===== src/rtl/kd_pkg.sv =====
// ---------------------------------------------------------------------------
// kd_pkg
// Shared definitions for the kd-tree sequencer: default tree geometry,
// derived widths, the sequencer state encoding and tree-index helpers.
// Ports: none (package).
// ---------------------------------------------------------------------------
package kd_pkg;

  localparam int DIM        = 3;
  localparam int DATA_RANGE = 255;
  localparam int DEPTH      = 3;
  localparam int MAX_PASSES = 16;

  localparam int DIM_SIZE  = $clog2(DATA_RANGE);
  localparam int AXIS_SIZE = (DIM > 1) ? $clog2(DIM) : 1;
  localparam int N_NODES   = (1 << DEPTH) - 1;
  localparam int IDX_SIZE  = (N_NODES > 1) ? $clog2(N_NODES) : 1;

  typedef enum logic [2:0] {
    ST_IDLE      = 3'd0,
    ST_SORT_EVEN = 3'd1,
    ST_SORT_ODD  = 3'd2,
    ST_CHECK     = 3'd3,
    ST_Q_DESCEND = 3'd4,
    ST_Q_RESULT  = 3'd5
  } state_t;

  // floor(log2(idx+1)): tree level of a node in a heap-ordered array
  function automatic int node_level(input int idx);
    int lvl;
    lvl = 0;
    for (int k = 1; k < 32; k++) begin
      if (((idx + 1) >> k) != 0) lvl = k;
    end
    return lvl;
  endfunction

  function automatic bit is_leaf(input int idx, input int n_nodes);
    return idx >= (n_nodes / 2);
  endfunction

endpackage


===== src/rtl/kd_node_map.sv =====
// ---------------------------------------------------------------------------
// kd_node_map
// Constant per-node decode of the complete binary tree: which non-leaf nodes
// sit on even / odd levels, and the split axis of every node.
// Ports:
//   even_mask  out n_nodes            non-leaf nodes on even levels
//   odd_mask   out n_nodes            non-leaf nodes on odd levels
//   node_axis  out n_nodes*axis_size  axis of node i = level(i) % dim
// ---------------------------------------------------------------------------
module kd_node_map
  import kd_pkg::*;
#(
  parameter int depth = DEPTH,
  parameter int dim   = DIM,
  localparam int n_nodes   = (1 << depth) - 1,
  localparam int axis_size = (dim > 1) ? $clog2(dim) : 1
)(
  output logic [n_nodes-1:0]           even_mask,
  output logic [n_nodes-1:0]           odd_mask,
  output logic [n_nodes*axis_size-1:0] node_axis
);

  for (genvar gi = 0; gi < n_nodes; gi++) begin : g_node
    localparam int LVL  = node_level(gi);
    localparam bit LEAF = is_leaf(gi, n_nodes);
    // leaves have no children to compare-exchange with, so they never sort
    assign even_mask[gi] = !LEAF && ((LVL % 2) == 0);
    assign odd_mask[gi]  = !LEAF && ((LVL % 2) == 1);
    assign node_axis[gi*axis_size +: axis_size] = axis_size'(LVL % dim);
  end

endmodule


===== src/rtl/kd_tree_sequencer.sv =====
// ---------------------------------------------------------------------------
// kd_tree_sequencer
// Drives an array of compare-exchange nodes: builds a kd-tree with
// alternating even/odd level sort sweeps, then answers single-point
// root-to-leaf queries.
// Ports:
//   clk, rst                 clock, synchronous active-high reset
//   start                    build request (IDLE only)
//   stable_vec/first_dir_vec per-node status from the CE array
//   point_valid/point_ready  query point handshake, point_in payload
//   node_en, sorting,
//   point_prop, node_axis    CE array control
//   point_out                registered query point
//   build_done/build_err     build outcome (levels)
//   result_valid/ready/idx   leaf reached by the descent
// ---------------------------------------------------------------------------
module kd_tree_sequencer
  import kd_pkg::*;
#(
  parameter int dim        = DIM,
  parameter int data_range = DATA_RANGE,
  parameter int depth      = DEPTH,
  parameter int max_passes = MAX_PASSES,
  localparam int n_nodes   = (1 << depth) - 1,
  localparam int dim_size  = $clog2(data_range),
  localparam int axis_size = (dim > 1) ? $clog2(dim) : 1,
  localparam int idx_size  = (n_nodes > 1) ? $clog2(n_nodes) : 1,
  localparam int pass_w    = $clog2(max_passes + 1)
)(
  input  logic                          clk,
  input  logic                          rst,
  input  logic                          start,
  input  logic [n_nodes-1:0]            stable_vec,
  input  logic [n_nodes-1:0]            first_dir_vec,
  input  logic                          point_valid,
  output logic                          point_ready,
  input  logic [dim*dim_size-1:0]       point_in,
  output logic [n_nodes-1:0]            node_en,
  output logic                          sorting,
  output logic                          point_prop,
  output logic [n_nodes*axis_size-1:0]  node_axis,
  output logic [dim*dim_size-1:0]       point_out,
  output logic                          build_done,
  output logic                          build_err,
  output logic                          result_valid,
  output logic [idx_size-1:0]           result_idx,
  input  logic                          result_ready
);

  state_t                  r_state, w_state_next;
  logic [pass_w-1:0]       r_pass_cnt, w_pass_next;
  logic                    r_prev_stable, w_prev_stable_next;
  logic                    r_build_done, w_build_done_next;
  logic                    r_build_err, w_build_err_next;
  logic [idx_size-1:0]     r_idx, w_idx_next, w_child;
  logic [dim*dim_size-1:0] r_point, w_point_next;
  logic                    r_result_valid, w_result_valid_next;
  logic [idx_size-1:0]     r_result_idx, w_result_idx_next;
  logic [n_nodes-1:0]      w_even_mask, w_odd_mask;

  kd_node_map #(.depth(depth), .dim(dim)) u_node_map (
    .even_mask (w_even_mask),
    .odd_mask  (w_odd_mask),
    .node_axis (node_axis)
  );

  always_ff @(posedge clk) begin
    if (rst) begin
      r_state        <= ST_IDLE;
      r_pass_cnt     <= '0;
      r_prev_stable  <= 1'b0;
      r_build_done   <= 1'b0;
      r_build_err    <= 1'b0;
      r_idx          <= '0;
      r_point        <= '0;
      r_result_valid <= 1'b0;
      r_result_idx   <= '0;
    end else begin
      r_state        <= w_state_next;
      r_pass_cnt     <= w_pass_next;
      r_prev_stable  <= w_prev_stable_next;
      r_build_done   <= w_build_done_next;
      r_build_err    <= w_build_err_next;
      r_idx          <= w_idx_next;
      r_point        <= w_point_next;
      r_result_valid <= w_result_valid_next;
      r_result_idx   <= w_result_idx_next;
    end
  end

  // first_direction=1 steers the point to the left child
  assign w_child = first_dir_vec[r_idx] ? idx_size'(2 * int'(r_idx) + 1)
                                        : idx_size'(2 * int'(r_idx) + 2);

  always_comb begin
    w_state_next        = r_state;
    w_pass_next         = r_pass_cnt;
    w_prev_stable_next  = r_prev_stable;
    w_build_done_next   = r_build_done;
    w_build_err_next    = r_build_err;
    w_idx_next          = r_idx;
    w_point_next        = r_point;
    w_result_valid_next = r_result_valid;
    w_result_idx_next   = r_result_idx;
    node_en             = '0;
    sorting             = 1'b0;
    point_prop          = 1'b0;
    point_ready         = (r_state == ST_IDLE) && r_build_done && !start;

    case (r_state)
      ST_IDLE: begin
        if (start) begin
          w_build_done_next  = 1'b0;
          w_build_err_next   = 1'b0;
          w_pass_next        = '0;
          w_prev_stable_next = 1'b0;
          w_state_next       = ST_SORT_EVEN;
        end else if (point_valid && point_ready) begin
          w_point_next = point_in;
          w_idx_next   = '0;
          if (depth == 1) begin
            // the root is already a leaf
            w_result_valid_next = 1'b1;
            w_result_idx_next   = '0;
            w_state_next        = ST_Q_RESULT;
          end else begin
            w_state_next = ST_Q_DESCEND;
          end
        end
      end
      ST_SORT_EVEN: begin
        sorting      = 1'b1;
        node_en      = w_even_mask;
        w_state_next = ST_SORT_ODD;
      end
      ST_SORT_ODD: begin
        sorting      = 1'b1;
        node_en      = w_odd_mask;
        w_state_next = ST_CHECK;
      end
      ST_CHECK: begin
        w_pass_next        = r_pass_cnt + 1'b1;
        w_prev_stable_next = &stable_vec;
        // one stable check can be a transient; require two in a row
        if ((&stable_vec) && r_prev_stable) begin
          w_build_done_next = 1'b1;
          w_state_next      = ST_IDLE;
        end else if (w_pass_next == pass_w'(max_passes)) begin
          w_build_err_next = 1'b1;
          w_state_next     = ST_IDLE;
        end else begin
          w_state_next = ST_SORT_EVEN;
        end
      end
      ST_Q_DESCEND: begin
        point_prop          = 1'b1;
        node_en[r_idx]      = 1'b1;
        w_idx_next          = w_child;
        if (is_leaf(int'(w_child), n_nodes)) begin
          w_result_valid_next = 1'b1;
          w_result_idx_next   = w_child;
          w_state_next        = ST_Q_RESULT;
        end
      end
      ST_Q_RESULT: begin
        if (result_ready) begin
          w_result_valid_next = 1'b0;
          w_result_idx_next   = '0;
          w_state_next        = ST_IDLE;
        end
      end
      default: w_state_next = ST_IDLE;
    endcase
  end

  assign build_done   = r_build_done;
  assign build_err    = r_build_err;
  assign point_out    = r_point;
  assign result_valid = r_result_valid;
  assign result_idx   = r_result_idx;

endmodule

===== config.mk =====
export PLATFORM = sky130hd
export DESIGN_NAME = kd_tree_sequencer
export DESIGN_NICKNAME = d
export VERILOG_FILES = /design/src/rtl/kd_pkg.sv /design/src/rtl/kd_node_map.sv /design/src/rtl/kd_tree_sequencer.sv
export SDC_FILE = /design/constraint.sdc
export NUM_CORES = 1
export LEC_CHECK = 0
export BUFFER_PORTS_ARGS = -buffer_cell sky130_fd_sc_hd__buf_2
export CORE_MARGIN = 1
export CORE_UTILIZATION = 25
export DETAILED_ROUTE_END_ITERATION = 12
export GPL_ROUTABILITY_DRIVEN = 0
export GPL_TIMING_DRIVEN = 0
export PLACE_DENSITY_LB_ADDON = 0.1
export SLEW_MARGIN = 30
export SYNTH_ARGS = -nofsm -noshare
export SYNTH_HDL_FRONTEND = slang
export SYNTH_HIERARCHICAL = 1
export SYNTH_SLANG_ARGS = --single-unit

===== constraint.sdc =====
create_clock -name clk -period 2.7 [get_ports clk]
set_clock_uncertainty 0.05 [all_clocks]
set_input_delay 0.135 -clock clk [delete_from_list [all_inputs] [get_ports clk]]
set_output_delay 0.135 -clock clk [all_outputs]
set_load 0.02 [all_outputs]

# --- Word level (Yosys, flattened, before mapping) ---
# Index checks and enable logic that the tools add are counted.
classes:
  n_addsub: 3
  mul: 0
  div_mod_pow: 0
  n_lt_le_gt_ge: 3
  n_eq_ne: 15
  n_shift: 0
  mux: 32
  bitwise: 1
  n_reduce_logical: 19
op_table:
  columns: ["op", "count"]
  rows:
  - ["2-to-1 mux 3 bit", 8]
  - ["case mux 7 bit (3 select lines)", 1]
  - ["case mux 3 bit (6 select lines)", 1]
  - ["AND reduction 3 bit", 5]
  - ["inequality test 2 bit, second input constant", 7]
  - ["2-to-1 mux 1 bit", 12]
  - ["case mux 3 bit (2 select lines)", 2]
  - ["case mux 5 bit (2 select lines)", 1]
  - ["case mux 1 bit (2 select lines)", 4]
  - ["AND reduction 7 bit", 1]
  - ["== test 3 x 2 -> 1 bit, second input constant", 2]
  - ["== test 3 bit, second input constant", 2]
  - ["nonzero test 2 bit", 3]
  - ["adder 5 x 1 -> 5 bit, second input constant", 1]
  - ["== test 5 bit, second input constant", 1]
  - ["logical AND 1 bit", 5]
  - ["2-to-1 mux 5 bit", 1]
  - ["< comparator 3 x 4 -> 1 bit, second input constant", 1]
  - ["AND reduction 4 bit", 1]
  - ["adder 3 x 1 -> 3 bit, second input constant", 1]
  - ["adder 3 x 2 -> 3 bit, second input constant", 1]
  - ["binary-select mux 1 bit (select 3 bit)", 1]
  - ["demux 1 bit (select 3 bit)", 1]
  - ["== test 3 x 1 -> 1 bit, second input constant", 1]
  - ["9 further kinds", 9]
word_totals:
  register_bits: 42
  latchBits: 0
  ram_bits: 0
  rom_bits: 0
  input_bits: 43
  n_memories: 0

# --- Logic depth before layout (Yosys ltp) ---
depth:
  depth_word: 7
  depth_mapped: 9
  mapped_depth_nobuf: 8

# --- Hierarchy ---
# Netlist, hierarchy kept.
modules_own_cells:
  columns: ["module", "n_inst", "cells_each", "area_each_um2", "seq_area_each_um2"]
  rows:
  - ["kd_tree_sequencer", 1, 249, 1969.4, 840.8]
  - ["kd_node_map", 1, 30, 217.7, 0.0]

# --- Worst setup path after synthesis ---
# Ideal clock, no wire load.
synth_timing:
  path_kind: "reg-to-reg"
  start: "reg r_idx[1]"
  end: "reg r_state[0]"
  t_arrival_ps: 2295
  required_time_ps: 2583
  path_slack_ps: 288
  path_stages_with_launch: 9
  cell_sequence: "dfxtp_1 clkbuf_1 mux4_2 inv_1 ha_1 nor2b_1 o21a_1 a2111o_1 a21oi_2"
synth_via:
  elab_chain_len: 6
  elab_cells_between_ends: 8
  cone_classes: "2 x add/sub; 1 x order compare; 1 x eq/ne; 3 x mux; 1 x reduce/logical"
synth_lines:
  columns: ["item", "line", "rtl"]
  rows:
  - ["start: declaration", "kd_tree_sequencer.sv:55", "logic [idx_size-1:0] r_idx, w_idx_next, w_child;"]
  - ["start signal: assignment", "kd_tree_sequencer.sv:84", "r_idx <= w_idx_next;"]
  - ["binary-select mux 1 bit (select 3 bit)", "kd_tree_sequencer.sv:92", "assign w_child = first_dir_vec[r_idx] ? idx_size'(2 * int'(r_idx) + 1)"]
  - ["2-to-1 mux 1 bit (implied by the code)", "kd_tree_sequencer.sv:92", null]
  - ["2-to-1 mux 3 bit (*)", "kd_tree_sequencer.sv:92", null]
  - ["greater-or-equal comparator 3 x 2 -> 1 bit (*)", "kd_pkg.sv:39", "return idx >= (n_nodes / 2);"]
  - ["inequality test 2 bit (no source line) (*)", null, null]
  - ["AND reduction 3 bit (no source line) (*)", null, null]
  - ["end signal: assignment", "kd_tree_sequencer.sv:79", "r_state <= w_state_next;"]
  - ["end: declaration", "kd_tree_sequencer.sv:50", "state_t r_state, w_state_next;"]
# Mark *: on every way between the ends. The rest lies on a longest branch, timed or not. The select of a mux whose other input is x is not followed.
# A chain may end at the register's enable or synchronous reset.

# --- Worst setup path after layout ---
layout_timing:
  start: "reg r_idx[2]"
  end: "reg r_result_idx[0], in the netlist result_idx[0]"
layout_via:
  elab_chain_len: 6
  elab_cells_between_ends: 8
  cone_classes: "1 x order compare; 1 x eq/ne; 5 x mux; 1 x reduce/logical"
layout_lines:
  columns: ["item", "line", "rtl"]
  rows:
  - ["binary-select mux 1 bit (select 3 bit) (*)", "kd_tree_sequencer.sv:92", null]
  - ["2-to-1 mux 1 bit (implied by the code) (*)", "kd_tree_sequencer.sv:92", null]
  - ["2-to-1 mux 3 bit (*)", "kd_tree_sequencer.sv:92", null]
  - ["greater-or-equal comparator 3 x 2 -> 1 bit", "kd_pkg.sv:39", null]
  - ["inequality test 2 bit (no source line)", null, null]
  - ["AND reduction 3 bit (no source line)", null, null]
  - ["end signal: assignment", "kd_tree_sequencer.sv:87", "r_result_idx <= w_result_idx_next;"]
  - ["end: declaration", "kd_tree_sequencer.sv:58", "logic [idx_size-1:0] r_result_idx, w_result_idx_next;"]
# Marked as above.

==> metrics.csv <==
metric,value,unit
outcome,"finished, final reports clean",
timing.fmax,392,MHz
cp_slowest_cell,mux4_2,
finalNonFillerCells,496,
fin_crit_sh,94.5,%
switching_power,0.305,mW
antenna_found_initial,0,
wl,5.85,mm
critical_path_class,reg2reg,
powerDensity,416,mW/mm2
slew_headroom,54.9,%
clock_latency,0.29,ns
clk_pin_slew_worst_paths,0.08,ns
cts_buffer_depth,2,
synth_top_area_share,38.4,%
path_cells,buf_6 > mux2i_1 > mux4_2 > inv_1 > ha_1 > nor2b_1 > o21a_1 > nor4b_4 > o32ai_1,
drive_above_1_share,31.2,%
setup_viol,0,
netlist_area,0.00219,mm2
synth.area.top_cells,"dfxtp_1 38%, nand2_1 10%, buf_4 9.6%",
synthToLayoutAreaGrowth,32.7,%
synth-simple-area-share,23.0,%
final_max_slew_viol_count,0,
start_util,26.2,%
ys_seq_area_share,38.4,%
p_comb_share,15.2,%
grt_pass1_wl,9.20,mm
start_kind,flop,
arrival,2.66,ns
wl_per_cell,11.8,um
vdd_drop_max,0.185,mV
ant_nets,0,
grt_usage,13.1,%
grt_max_degree,12,
yosysWarnings,6,
dp_hpwl,4.44,mm
ff_latch_area,842,um2
cts_tree,built,
diodes,0,
multi_input_area,0.00113,mm2
finalSetupTns,0,ns
synth.distinct_cells,40,
worstMarginPinSlew,0.674,ns
fp-row-count,33,
dp_cells,491,
switching_share,25.3,%
whs,0.0266,ns
rsz0062_at_grt,no,
cts_buffers,5,
first_global_vias,1927,
yosysMostFrequentCell,nand2_1,
htreeDepth,2,
synth_cells,279,
synth_compound_area_share,20.1,%
cpPeakStageDelay,0.54,ns
async_reset_ff_share,0,%
synth_fa_ha_area_share,1.14,%
cts_hold_buffers,0,
die_area,0.00913,mm2
n_fill_cell,962,
drtPass1Iterations,4,
synth_top_area_cell,dfxtp_1,
p_clk_share,33.2,%
maxCapViolCount,0,
end_kind,flop,
synth_edf_count,0,
synth.area.mux_share,2.40,%
first_iter_violations,60,
die_w,95.5,um
crit_family,multiplexers,
avgSynthCellArea,7.84,um2
ioPinCount,97,
portBuffers,81,
hold_viol,0,
synth_top_family_by_area,simple AND/OR/NAND/NOR gates,
ys.flop_type,dfxtp_1,
path_buf_inv,2,
fin_nets,437,
cts_root_buffer,clkbuf_8,
critPathMaxFanout,7,
synth_common_cells,"60 x nand2_1, 42 x dfxtp_1, 29 x a21oi_1",
internal_power,0.903,mW
num_vias,2138,
core,0.00834,mm2
ys_seq_elements,42,
cts_sinks,42,
dieHeight,95.5,um
seq_power_share,51.6,%
cp.required,2.80,ns
synth_xor_area_share,0.400,%
routed_via_density,4.31,
p_leak,1.28,nW
hp-class,in2reg,
gr-total-overflow,0,
period_needed,2.55,ns
post-route-drc-count,0,
## placed cells by master (no fill, tap or decap), types with 4 or more instances in the layout
cell type and instances:
a22oi_1 10, nand3_1 6, buf_2 82, nor2b_1 7, o21ai_0 5, dfxtp_1 41
buf_4 28, clkbuf_1 17, inv_1 4, nor2_1 16, nand2b_1 8, o32ai_1 5
a31oi_1 4, conb_1 28, a21oi_1 29, nand2_1 60, clkbuf_8 6
## area by class of cell
type	instances	share of cell area, %
Sequential cell	42	29.0
Multi-Input combinational cell	211	39.1
Tap cell	105	4.53
Timing Repair Buffer	81	14.0
Buffer	47	10.0
Clock buffer	6	2.85
Inverter	4	0.517
## routing by layer
metal	track usage (%)	part of all wire [%]
met2	22.0	47
met3	2.63	5.0
met5	0	0
met1	17.0	47
met4	3.36	0.75
## registers in the layout, indices dropped and copies added (netlist names)
signal / flops
r_idx: 3
result_idx: 3
r_prev_stable: 1
build_err: 1
point_out: 24
build_done: 1
r_state: 3
result_valid: 1
r_pass_cnt: 5
## cell families (layout without fill, tap and decap cells)
group,Yosys count,in the layout
simple gates,108,108
compound gates,68,68
buf+inv,52,138
flops,42,42
mux,4,4
fa+ha+maj,2,2
other cells,2,28
xor+xnor,1,1
## stage by stage
stage	util (%)	instance area, um2	setup slack (ns)	total power [mW]
2_1_floorplan	-	2280	0.288	0.764
3_5_place_dp	33.8	2820	-0.0719	0.823
5_1_grt	34.8	2900	0.000878	1.28
3_3_place_gp	33.8	2820	-0.0393	0.822
4_1_cts	34.8	2900	0.0719	1.23
6_report	34.8	2900	0.148	1.21
## repair_timing
action / 4_1_cts / 5_1_grt
buffers inserted: 0 / 0
endpoints found under the setup margin: 5 / 4
endpoints found under the hold margin: 0 / 0
resized for setup: 0 / 1
## worst paths after layout
| check | slack (ns) | cells past startpoint | to | startpoint |
|---|---|---|---|---|
| worst min register to register | 0.40 | 2 | point_out[20] | point_out[20] |
| worst min-delay path | 0.03 | 3 | point_out[7] | point_in[7] |
| worst max register to register | 0.15 | 9 | result_idx[0] | r_idx[2] |
| worst max-delay path | 0.15 | 9 | result_idx[0] | r_idx[2] |
## worst reg2reg max path, stage by stage, from the launching register on
cell and delay (ns):
dfxtp_1 0.31, buf_6 0.13, mux2i_1 0.15, mux4_2 0.54, inv_1 0.08, ha_1 0.24
nor2b_1 0.14, o21a_1 0.23, nor4b_4 0.39, o32ai_1 0.15
## power groups by stage
stage | Clock, mW | Combinational [mW] | Sequential [mW]
finish | 0.401 | 0.184 | 0.624
floorplan | 0 | 0.126 | 0.638
global placement | 0 | 0.184 | 0.638
global route | 0.453 | 0.204 | 0.624
CTS | 0.423 | 0.185 | 0.624
detailed placement | 0 | 0.184 | 0.638
Note: power is estimated with default switching activity, not from simulation.
